$ cat src/rtl/ita_scroll14_if.sv
// Host-write and scan-output bundle for the 14-segment scrolling display driver.
// Latency: none, signal container only.
// Backpressure: none; writes are fire-and-forget strobes, scan outputs free-run.
//
// Ports (via modports):
//   wr_en/wr_addr/wr_data   message buffer write
//   len_we/len_data         message length write (clamped by the driver)
//   scroll_en               1 = window rotates, 0 = window frozen
//   sel/segm/frame_start    registered one-hot digit, segment pattern, frame marker
interface ita_scroll14_if #(
    parameter int DIGITS = 12
);
    logic              wr_en;
    logic [3:0]        wr_addr;
    logic [4:0]        wr_data;
    logic              len_we;
    logic [4:0]        len_data;
    logic              scroll_en;
    logic [DIGITS-1:0] sel;
    logic [13:0]       segm;
    logic              frame_start;

    // Host side: drives the message and control, observes the scan.
    modport master (
        output wr_en, wr_addr, wr_data, len_we, len_data, scroll_en,
        input  sel, segm, frame_start
    );

    // Display driver side.
    modport slave (
        input  wr_en, wr_addr, wr_data, len_we, len_data, scroll_en,
        output sel, segm, frame_start
    );
endinterface

$ cat src/rtl/ita_scroll14.sv
// Scrolling 16-entry message source and 12-digit 14-segment scan driver.
// Latency: 1 cycle from scan-counter state to registered sel/segm/frame_start.
// Backpressure: none; the scan advances every clock, host writes always accepted.
//
// Ports: clk, rst (sync, active-high); bus (ita_scroll14_if.slave) carrying the
// host write/length/scroll controls and the sel/segm/frame_start outputs.
module ita_scroll14 #(
    parameter int DIGITS        = 12,
    parameter int DEPTH         = 16,
    parameter int SCROLL_FRAMES = 1024
) (
    input  logic         clk,
    input  logic         rst,
    ita_scroll14_if.slave bus
);
    localparam int DW   = $clog2(DIGITS);
    localparam int AW   = $clog2(DEPTH);
    localparam int LW   = $clog2(DEPTH + 1);
    localparam int ACCW = $clog2(DEPTH + DIGITS);
    localparam int FCW  = (SCROLL_FRAMES > 1) ? $clog2(SCROLL_FRAMES) : 1;

    localparam logic [DW-1:0]     D_LAST  = DW'(DIGITS - 1);
    localparam logic [FCW-1:0]    FC_LAST = FCW'(SCROLL_FRAMES - 1);
    localparam logic [DIGITS-1:0] SEL_ONE = DIGITS'(1);

    logic [4:0]     msg_buf [DEPTH];
    logic [DW-1:0]  d;
    logic [AW-1:0]  off;
    logic [FCW-1:0] fc;
    logic [LW-1:0]  len;
    logic           pending;

    logic [ACCW-1:0] acc;
    logic [AW-1:0]   idx;
    logic            wrap;

    // Standard 14-segment font, bit order a b c d e f g1 g2 h j k l m n (MSB..LSB).
    function automatic logic [13:0] font14(input logic [4:0] code);
        case (code)
            5'd1:    font14 = 14'b11101111000000; // A
            5'd2:    font14 = 14'b11110001010010; // B
            5'd3:    font14 = 14'b10011100000000; // C
            5'd4:    font14 = 14'b11110000010010; // D
            5'd5:    font14 = 14'b10011110000000; // E
            5'd6:    font14 = 14'b10001110000000; // F
            5'd7:    font14 = 14'b10111101000000; // G
            5'd8:    font14 = 14'b01101111000000; // H
            5'd9:    font14 = 14'b10010000010010; // I
            5'd10:   font14 = 14'b01111000000000; // J
            5'd11:   font14 = 14'b00001110001100; // K
            5'd12:   font14 = 14'b00011100000000; // L
            5'd13:   font14 = 14'b01101100101000; // M
            5'd14:   font14 = 14'b01101100100100; // N
            5'd15:   font14 = 14'b11111100000000; // O
            5'd16:   font14 = 14'b11001111000000; // P
            5'd17:   font14 = 14'b11111100000100; // Q
            5'd18:   font14 = 14'b11001111000100; // R
            5'd19:   font14 = 14'b10110111000000; // S
            5'd20:   font14 = 14'b10000000010010; // T
            5'd21:   font14 = 14'b01111100000000; // U
            5'd22:   font14 = 14'b00001100001001; // V
            5'd23:   font14 = 14'b01101100000101; // W
            5'd24:   font14 = 14'b00000000101101; // X
            5'd25:   font14 = 14'b00000000101010; // Y
            5'd26:   font14 = 14'b10010000001001; // Z
            default: font14 = 14'b00000000000000; // blank (0, 27..31)
        endcase
    endfunction

    assign wrap = (d == D_LAST);

    // (off + d) mod len without a divider. Since off < len, the sum exceeds len
    // by at most DIGITS-1 multiples, so DIGITS compare/subtract stages suffice.
    // While a new length is pending, off may be stale and >= len; show entry 0.
    always_comb begin
        acc = ACCW'(off) + ACCW'(d);
        for (int i = 0; i < DIGITS; i++) begin
            if (acc >= ACCW'(len)) acc = acc - ACCW'(len);
        end
        if (len == '0 || LW'(off) >= len) idx = '0;
        else                              idx = acc[AW-1:0];
    end

    always_ff @(posedge clk) begin
        if (rst) begin
            d               <= '0;
            off             <= '0;
            fc              <= '0;
            len             <= '0;
            pending         <= 1'b0;
            bus.sel         <= '0;
            bus.segm        <= '0;
            bus.frame_start <= 1'b0;
            for (int i = 0; i < DEPTH; i++) msg_buf[i] <= '0;
        end else begin
            // Display path reads msg_buf before this edge's write lands.
            bus.sel         <= SEL_ONE << d;
            bus.segm        <= (len == '0) ? 14'd0 : font14(msg_buf[idx]);
            bus.frame_start <= (d == '0);

            if (bus.wr_en) msg_buf[bus.wr_addr] <= bus.wr_data;
            if (bus.len_we)
                len <= (LW'(bus.len_data) > LW'(DEPTH)) ? LW'(DEPTH) : LW'(bus.len_data);

            // off/fc only move on the frame wrap so a frame is never torn.
            if (wrap) begin
                d <= '0;
                if (pending) begin
                    off <= '0;
                    fc  <= '0;
                end else if (bus.scroll_en) begin
                    if (fc == FC_LAST) begin
                        fc  <= '0;
                        off <= (LW'(off) + LW'(1) >= len) ? '0 : off + AW'(1);
                    end else begin
                        fc <= fc + FCW'(1);
                    end
                end
            end else begin
                d <= d + DW'(1);
            end

            // A length write landing on the wrap edge stays pending for the next frame.
            pending <= bus.len_we | (pending & ~wrap);
        end
    end
endmodule
$ cat src/flat_wrapper.sv
// flat-port wrapper written by rule: the top's interface ports become plain ports
module ita_scroll14_flat 
#(
    parameter int DIGITS        = 12,
    parameter int DEPTH         = 16,
    parameter int SCROLL_FRAMES = 1024
)
  (clk, rst, bus_wr_en, bus_wr_addr, bus_wr_data, bus_len_we, bus_len_data, bus_scroll_en, bus_sel, bus_segm, bus_frame_start);
  ita_scroll14_if #(.DIGITS(DIGITS)) bus_i ();
  input  logic clk;
  input  logic rst;
  input wire logic [$bits(bus_i.wr_en)-1:0] bus_wr_en;
  input wire logic [$bits(bus_i.wr_addr)-1:0] bus_wr_addr;
  input wire logic [$bits(bus_i.wr_data)-1:0] bus_wr_data;
  input wire logic [$bits(bus_i.len_we)-1:0] bus_len_we;
  input wire logic [$bits(bus_i.len_data)-1:0] bus_len_data;
  input wire logic [$bits(bus_i.scroll_en)-1:0] bus_scroll_en;
  output wire logic [$bits(bus_i.sel)-1:0] bus_sel;
  output wire logic [$bits(bus_i.segm)-1:0] bus_segm;
  output wire logic [$bits(bus_i.frame_start)-1:0] bus_frame_start;
  assign bus_i.wr_en = bus_wr_en;
  assign bus_i.wr_addr = bus_wr_addr;
  assign bus_i.wr_data = bus_wr_data;
  assign bus_i.len_we = bus_len_we;
  assign bus_i.len_data = bus_len_data;
  assign bus_i.scroll_en = bus_scroll_en;
  assign bus_sel = bus_i.sel;
  assign bus_segm = bus_i.segm;
  assign bus_frame_start = bus_i.frame_start;
  ita_scroll14 #(.DIGITS(DIGITS), .DEPTH(DEPTH), .SCROLL_FRAMES(SCROLL_FRAMES)) u_core (.clk(clk), .rst(rst), .bus(bus_i));
endmodule
$ cat config.mk
export PLATFORM = sky130hd
export DESIGN_NAME = ita_scroll14_flat
export DESIGN_NICKNAME = d
export VERILOG_FILES = /design/src/rtl/ita_scroll14_if.sv /design/src/rtl/ita_scroll14.sv /design/src/flat_wrapper.sv
export SDC_FILE = /design/constraint.sdc
export NUM_CORES = 1
export LEC_CHECK = 0
export ABC_AREA = 0
export ABC_CLOCK_PERIOD_IN_PS = 18530
export BUFFER_PORTS_ARGS = -buffer_cell sky130_fd_sc_hd__buf_2
export CAP_MARGIN = 20
export CORE_MARGIN = 8
export CORE_UTILIZATION = 57
export CTS_BUF_LIST = sky130_fd_sc_hd__clkbuf_8 sky130_fd_sc_hd__clkbuf_16
export CTS_CLUSTER_SIZE = 8
export DETAILED_ROUTE_END_ITERATION = 10
export MAX_ROUTING_LAYER = met4
export PLACE_DENSITY_LB_ADDON = 0.1
export SYNTH_ARGS = -nofsm -noshare
export SYNTH_HDL_FRONTEND = slang
export SYNTH_SLANG_ARGS = --single-unit
$ cat constraint.sdc
create_clock -name clk -period 18.53 [get_ports clk]
set_input_delay 3.706 -clock clk [delete_from_list [all_inputs] [get_ports clk]]
set_output_delay 3.706 -clock clk [all_outputs]
set_load 0.03 [all_outputs]
==> results of run 1 <==
metrics by stage:
step | hold slack [ns] | std cells | utilization [%] | setup slack (ns) | cell area (µm²)
after floorplan | 0.4582 | 1042 | - | 0.03881 | 9986
after global placement | 0.4716 | 1394 | 65.07 | -0.3524 | 11220
after detailed placement | 0.4788 | 1394 | 65.07 | -0.8115 | 11220
after CTS | 0.4937 | 1433 | 70.01 | -0.0004619 | 12070
after global routing | 0.5286 | 1480 | 77.48 | -0.4708 | 13350
final | 0.4928 | 1480 | 77.48 | 0.2036 | 13350
layer usage:
layer	track usage, %	routed length, µm	vias up
met2	38.36	13750	345
met3	4.467	1689	56
met5	-	0	-
li1	-	-	4209
met1	31.05	12270	4289
met4	7.751	620	0
worst paths after layout:
check,cells after the start,from,to
max,94,u_core.off[1]$_SDFFE_PP0P_,u_core.bus.segm[13]$_SDFF_PP0_
min,2,u_core.fc[9]$_SDFFE_PP0P_,u_core.fc[9]$_SDFFE_PP0P_
max reg2reg,94,u_core.off[1]$_SDFFE_PP0P_,u_core.bus.segm[13]$_SDFF_PP0_
min reg2reg,2,u_core.fc[9]$_SDFFE_PP0P_,u_core.fc[9]$_SDFFE_PP0P_
flip-flops by register name, indices dropped and copies added, names as in the netlist:
name                    flops
u_core.bus.frame_start      1
u_core.bus.segm            14
u_core.bus.sel             12
u_core.d                    4
u_core.fc                  10
u_core.len                  5
u_core.msg_buf             80
u_core.off                  4
u_core.pending              1
cell usage in the layout, fill, tap and decap left out, types with 12 or more instances in the layout:
cell       count
and2_1        95
xor2_1        17
nand3_1       22
buf_2         46
ha_1          59
edfxtp_1      80
a21oi_2       14
buf_4        149
nor2b_1       12
nand2_1       74
a21oi_1       38
clkbuf_16     18
dfxtp_1       48
ha_4          19
xnor2_1       21
or2_2         20
o21ai_1       13
and3_1        13
nor2_1        63
o21a_1        13
a21o_1        30
mux4_2        15
o21ai_0       25
inv_1         53
logic make-up after synthesis:
kind of cell | after synthesis | synth area share (%)
muxes | 52 | 7.584
and+or+nand+nor | 377 | 20.05
adders and majority gates | 99 | 13.39
buffers and inverters | 91 | 3.936
AOI/OAI and AO/OA | 252 | 17.24
DFF | 131 | 34.30
xor gates and xnor gates | 40 | 3.510
worst max-delay path: cells and delay by family (launching register included):
family          cells  cell delay [ns]
fa+ha+maj          14             4.05
buf+inv            11             1.30
simple gates       17             2.35
flops               1             0.36
xor+xnor            1             0.10
compound gates     46             8.50
mux                 5             1.51
what timing repair did:
action | CTS | global route
pin swaps | 2 | 78
endpoints found under the hold margin | 0 | 0
endpoints found under the setup margin | 14 | 14
resized for setup | 32 | 182
gates cloned | 0 | 3
buffers inserted | 8 | 44
final cells by class:
cell class	instances	area [µm²]	share of cell area, %
multi-input cells	821	7209	53.99
flip-flops and latches	131	3430	25.68
repair buffers	210	1575	11.80
clock buffers	17	425.4	3.186
well taps	225	281.5	2.108
inverters	62	232.7	1.743
clock inverters	14	200.2	1.499
==> results.yml, run 1 <==
outcome:
  outcome: "finished, final reports clean"
routing:
  drt_iter0_drc: 760
  viasPerCell: 6.013
  vias: 8899
  drtPass1Iterations: 5
  ant_nets: 0
  remaining_drc_errors: 0
  wl_per_cell_um: 19.14
  finalWirelength_mm: 28.33
sta:
  slew_headroom_pct: 36.53
  slew_viol_final: 0
  setup_violations: 0
  fmax_mhz: 54.57
  fin_skew_ns: 0.01289
  setup_tns_ns: 0
  finalCriticalPeriod_ns: 18.33
  tightest_slew_ns: 0.9434
  finalCritPeriodShare_pct: 98.90
  hold_violations: 0
floorplanning:
  ios: 46
  die-area_um2: 22000
  die_h_um: 148.3
  start_util_pct: 57.91
  coreArea_um2: 17240
  dieWidth_um: 148.3
  row_count: 48
cells_and_area:
  antennaDiodeCount: 0
  fin_nets: 1361
  drive_gt1_share_pct: 36.18
  syn_to_final_growth_pct: 33.80
  nFillCells: 1088
clock_tree:
  clock_latency_ns: 0.42
  cts_tree: "yes"
  cts.clk_slew.worst_paths_ns: 0.06
  cts_buffers: 17
  cts_root_buffer: "clkbuf_16"
  h-tree-depth: 4
  cts.sinks: 131
  cts.path.max_buffers: 2
  cts_hold_buf: 0
global_route:
  grt_pass1_vias: 8150
  grt_pass1_wl_mm: 41.58
  grt_max_degree: 37
  grtUsageTotal_pct: 24.25
  antenna_found_initial: 0
  overflow: 0
synthesis:
  ys_top_cells_by_count: "and2_1 (96), ha_1 (86), edfxtp_1 (80), nand2_1 (80), nor2_1 (69)"
  syn_area_um2: 9981
  syn_inst: 1042
  synth_most_common_cell: "and2_1"
  syn_avg_cell_area_um2: 9.579
  synth_top_cell_by_area: "edfxtp_1"
  synthTopCellsByArea: "edfxtp_1 (24%), ha_1 (11%), dfxtp_1 (10%)"
  ys_types: 86
  syn_nets: 1160
  synth.top_cell.area_share_pct: 24.07
  async_flop_share_pct: 0
  yosys_warnings: 0
  ys_seq_elements: 131
  seq_area_frac_synth_pct: 34.30
  synth_ff_type: "edfxtp_1"
  synth_edf_count: 80
placed_design:
  post-dp-hpwl_mm: 18.79
  globalplace.congestion: 0.9442
  port_buffers: 45
worst_setup_path:
  timing.reg2reg.setup_slack_ns: 0.20
  crit_type: "reg2reg"
  critPathCaptureType: "flop"
  cp.required_ns: 18.84
  critPathLaunchType: "flop"
  crit_fanout: 8
  cpPeakStageDelay_ns: 0.50
  crit_top_cell: "ha_1"
  crit_arrival_ns: 18.64
  slowest_stage: "mux4_2"
job:
  cap_violations: 0
hold_path:
  hold_class: "reg2reg"
Power of run 1 is not shown: default switching activity piles up to over one toggle a cycle in this logic, so the estimate is an artifact.
==> run 2: changes to the inputs <==
--- a/config.mk
+++ b/config.mk
@@ -6,9 +6,10 @@
 export NUM_CORES = 1
 export LEC_CHECK = 0
 export ABC_AREA = 0
-export ABC_CLOCK_PERIOD_IN_PS = 18530
+export ABC_CLOCK_PERIOD_IN_PS = 16200
 export BUFFER_PORTS_ARGS = -buffer_cell sky130_fd_sc_hd__buf_2
 export CAP_MARGIN = 20
+export CORE_ASPECT_RATIO = 0.8
 export CORE_MARGIN = 8
 export CORE_UTILIZATION = 57
 export CTS_BUF_LIST = sky130_fd_sc_hd__clkbuf_8 sky130_fd_sc_hd__clkbuf_16
==> constraint.sdc (replaced) <==
create_clock -name clk -period 16.2 [get_ports clk]
set_input_delay 3.24 -clock clk [delete_from_list [all_inputs] [get_ports clk]]
set_output_delay 3.24 -clock clk [all_outputs]
set_load 0.03 [all_outputs]
==> results.yml, run 2 (synthesized netlist as in run 1, its figures left out) <==
cells_and_area:
  syn_to_final_growth_pct: 49.54
  largest_reg_flops: 80
  drive_gt1_share_pct: 46.84
  final_cell_mix: "buf_4 (310), and2_1 (94), edfxtp_1 (80)"
  final_common_cell: "buf_4"
  antennaDiodeCount: 0
  largest_register: "u_core.msg_buf"
  fin_nets: 1527
  nFillCells: 840
  reg.largest.list: "u_core.msg_buf (80), u_core.bus.segm (14), u_core.bus.sel (12)"
sta:
  fin_ws_ns: -1.828
  finalCriticalPeriod_ns: 18.03
  slew_viol_final: 0
  hold_violations: 0
  finalCritPeriodShare_pct: 111.3
  tightest_slew_ns: 0.7655
  slew_headroom_pct: 48.97
  rsz0062_at_grt: "yes"
  fmax_mhz: 55.47
  fin_skew_ns: 0.008434
  setup_violations: 14
worst_setup_path:
  crit_fanout: 11
  slowest_stage: "fa_2"
  critPathLaunchType: "flop"
  crit_arrival_ns: 18.32
  crit_top_cell: "ha_4"
  cp.required_ns: 16.49
  cpPeakStageDelay_ns: 0.41
  critPathCaptureType: "flop"
  crit_type: "reg2reg"
global_route:
  grt_pass1_wl_mm: 49.20
  overflow: 0
  grt_max_degree: 37
  grt_pass1_vias: 9613
  grtUsageTotal_pct: 28.71
  antenna_found_initial: 0
floorplanning:
  start_util_pct: 57.79
  row_count: 43
  die-area_um2: 22030
  ios: 46
  die_h_um: 134.4
  dieWidth_um: 163.9
  coreArea_um2: 17270
routing:
  drtPass1Iterations: 6
  remaining_drc_errors: 0
  finalWirelength_mm: 33.76
  drt_iter0_drc: 919
  wl_per_cell_um: 20.50
  vias: 9950
  viasPerCell: 6.041
  ant_nets: 0
placed_design:
  post-dp-hpwl_mm: 21.28
  post-place-ws_ns: -1.756
  port_buffers: 45
  globalplace.congestion: 0.9186
clock_tree:
  cts_hold_buf: 0
  cts.path.max_buffers: 2
  cts.clk_slew.worst_paths_ns: 0.07
  clock_latency_ns: 0.42
  cts_buffers: 17
  h-tree-depth: 4
  cts.sinks: 131
  cts_tree: "yes"
  cts_root_buffer: "clkbuf_16"
job:
  cap_violations: 0
outcome:
  outcome: "complete, but fails checks"
  violations: "setup timing"
hold_path:
  hold_class: "reg2reg"
## run 2: cell count changes in the layout (fill, tap and decap cells not counted), sizes merged
cell    delta
buf      +167
bufinv     -3
inv        +3
clkbuf     -1
clkinv     +1
mux2i      -1
nand3      +1
## run 2: what timing repair did
item                                    in CTS  in global routing
resized for setup                           70                110
cloned                                       1                  0
endpoints found under the setup margin      14                 14
pin swaps                                   65                 54
buffers inserted                            30                 35
## run 2: worst paths after layout
kind / startpoint / endpoint / slack, ns / cells after the start
setup / recovery: u_core.d[0]$_SDFF_PP0_ / u_core.bus.segm[10]$_SDFF_PP0_ / -1.83 / 98
hold / removal: u_core.fc[9]$_SDFFE_PP0P_ / u_core.fc[9]$_SDFFE_PP0P_ / 0.50 / 2
setup reg to reg: u_core.d[0]$_SDFF_PP0_ / u_core.bus.segm[10]$_SDFF_PP0_ / -1.83 / 98
hold reg to reg: u_core.fc[9]$_SDFFE_PP0P_ / u_core.fc[9]$_SDFFE_PP0P_ / 0.50 / 2
## run 2: routing by layer
layer,share of wire (%),track usage [%]
met2,48,44.82
met1,42,37.80
met4,2.6,7.712
met3,8.0,5.329
met5,0,-
## run 2: critical path, delay by kind of cell, from the launching register on
family,cells,cell delay [ns]
xor gates and xnor gates,3,0.39
adders and majority gates,17,4.66
and+or+nand+nor,21,2.66
buffers and inverters,17,1.81
AOI/OAI and AO/OA,33,6.15
DFF,1,0.35
muxes,7,1.82
## run 2: area by class of cell
class / instances / area [µm²] / share of cell area [%]
inverters: 62 / 240.2 / 1.610
repair buffers: 376 / 2818 / 18.88
flip-flops and latches: 131 / 3432 / 22.99
clock buffers: 17 / 425.4 / 2.850
well taps: 225 / 281.5 / 1.886
clock inverters: 15 / 185.2 / 1.241
multi-input cells: 821 / 7543 / 50.54
## run 2: stage by stage
step	hold WS (ns)	std cells	TNS [ns]	cell area (µm²)	util, %
floorplan	0.4440	1042	-9.151	10630	-
global placement	0.4734	1548	-16.54	12970	75.09
detailed placement	0.4846	1548	-23.00	12970	75.09
CTS	0.4940	1611	-15.64	14120	81.77
global route	0.5096	1647	-32.63	14930	86.42
finish	0.5004	1647	-22.93	14930	86.42
Power of run 2 is left out for the same reason.
==> run 3: changes to the inputs <==
--- a/config.mk
+++ b/config.mk
@@ -17,6 +17,7 @@
 export DETAILED_ROUTE_END_ITERATION = 10
 export MAX_ROUTING_LAYER = met4
 export PLACE_DENSITY_LB_ADDON = 0.1
+export RECOVER_POWER = 25
 export SYNTH_ARGS = -nofsm -noshare
 export SYNTH_HDL_FRONTEND = slang
 export SYNTH_SLANG_ARGS = --single-unit
==> results.yml, run 3 (synthesized netlist as in run 1, its figures left out) <==
hold_path:
  hold_class: "reg2reg"
  hold_depth: 2
cells_and_area:
  fin_area_um2: 14900
  largest_reg_flops: 80
  final-seq-area_um2: 3432
  layout.cells.non_filler: 1647
  largest_register: "u_core.msg_buf"
  drive_gt1_share_pct: 45.22
  reg.largest.list: "u_core.msg_buf (80), u_core.bus.segm (14), u_core.bus.sel (12)"
  final_common_cell: "buf_4"
  syn_to_final_growth_pct: 49.27
  antennaDiodeCount: 0
  final_cell_mix: "buf_4 (310), and2_1 (85), edfxtp_1 (80)"
  fin_nets: 1527
  multi_input_area_um2: 7543
  nFillCells: 860
worst_setup_path:
  reg2regPathDepth: 98
  crit_top_cell: "ha_4"
  cp.required_ns: 16.49
  crit_type: "reg2reg"
  crit_arrival_ns: 18.31
  crit_fanout: 11
  critPathCaptureType: "flop"
  slowest_stage: "fa_2"
  critPathLaunchType: "flop"
  cpPeakStageDelay_ns: 0.41
placed_design:
  dpl.cell_count: 1548
  dpl-instance-area_um2: 12970
  port_buffers: 45
  globalplace.congestion: 0.9186
  post-dp-hpwl_mm: 21.28
  post-place-ws_ns: -1.756
clock_tree:
  clock_latency_ns: 0.43
  cts_root_buffer: "clkbuf_16"
  cts_tree: "yes"
  h-tree-depth: 4
  cts.sinks: 131
  cts.path.max_buffers: 2
  cts_hold_buf: 0
  cts_buffers: 17
  cts.clk_slew.worst_paths_ns: 0.07
sta:
  tightest_slew_ns: 0.7741
  hold_violations: 0
  setup_tns_ns: -22.82
  finalCritPeriodShare_pct: 111.3
  rsz0062_at_grt: "yes"
  fin_skew_ns: 0.01087
  setup_violations: 14
  fmax_mhz: 55.48
  finalCriticalPeriod_ns: 18.02
  fin_ws_ns: -1.824
  slew_viol_final: 0
  slew_headroom_pct: 48.39
outcome:
  outcome: "complete, but fails checks"
  violations: "setup timing"
routing:
  viasPerCell: 6.032
  drt_iter0_drc: 941
  finalWirelength_mm: 33.63
  remaining_drc_errors: 0
  wl_per_cell_um: 20.42
  vias: 9934
  ant_nets: 0
  drtPass1Iterations: 7
floorplanning:
  start_util_pct: 57.79
  ios: 46
  dieWidth_um: 163.9
  die-area_um2: 22030
  die_h_um: 134.4
  coreArea_um2: 17270
  row_count: 43
global_route:
  grt_max_degree: 37
  antenna_found_initial: 0
  overflow: 0
  grt_pass1_vias: 9613
  grtUsageTotal_pct: 28.71
  grt_pass1_wl_mm: 49.20
job:
  cap_violations: 0
-- run 3: cell types whose count changed in the layout (fill, tap and decap cells not counted), sizes merged --
cell,before,now
buf,376,354
clkbuf,17,39
-- run 3: stage by stage --
step / utilization (%) / hold WS [ns]
2_1_floorplan: - / 0.4440
3_3_place_gp: 75.09 / 0.4734
3_5_place_dp: 75.09 / 0.4846
4_1_cts: 81.77 / 0.4940
5_1_grt: 86.26 / 0.5096
6_report: 86.26 / 0.4999
-- run 3: metal layers --
metal / GRT usage (%) / vias up / share of wire [%] / routed length [µm]
met5: - / - / 0 / 0
met4: 7.712 / 0 / 2.7 / 904
met3: 5.329 / 95 / 8.0 / 2688
met2: 44.82 / 492 / 48 / 16040
met1: 37.80 / 4811 / 42 / 14000
li1: - / 4536 / - / -
-- run 3: final timing paths --
check | slack, ns | start | end
worst max-delay path | -1.82 | u_core.d[0]$_SDFF_PP0_ | u_core.bus.segm[10]$_SDFF_PP0_
worst min-delay path | 0.50 | u_core.fc[9]$_SDFFE_PP0P_ | u_core.fc[9]$_SDFFE_PP0P_
worst max register to register | -1.82 | u_core.d[0]$_SDFF_PP0_ | u_core.bus.segm[10]$_SDFF_PP0_
worst min register to register | 0.50 | u_core.fc[9]$_SDFFE_PP0P_ | u_core.fc[9]$_SDFFE_PP0P_
-- run 3: cell type report --
type                            count  share of cell area (%)
Multi-Input combinational cell    821                   50.63
Sequential cell                   131                   23.04
Timing Repair Buffer              376                   18.73
Clock buffer                       17                   2.855
Tap cell                          225                   1.890
Inverter                           62                   1.612
Clock inverter                     15                   1.243
-- run 3: what timing repair did --
action	CTS	global route
setup endpoints to repair	14	14
cloned	1	0
setup buffers	30	35
pin swaps	65	54
hold endpoints to repair	0	0
gates resized for setup	70	110
-- run 3: critical path: cells and delay by family (launching register included) --
kind	cells	cell delay, ns
AOI/OAI and AO/OA	34	6.34
buffers and inverters	16	1.67
xor gates and xnor gates	3	0.39
adders and majority gates	17	4.55
DFF	1	0.35
muxes	7	1.81
and+or+nand+nor	21	2.72
Power of run 3 is left out for the same reason.
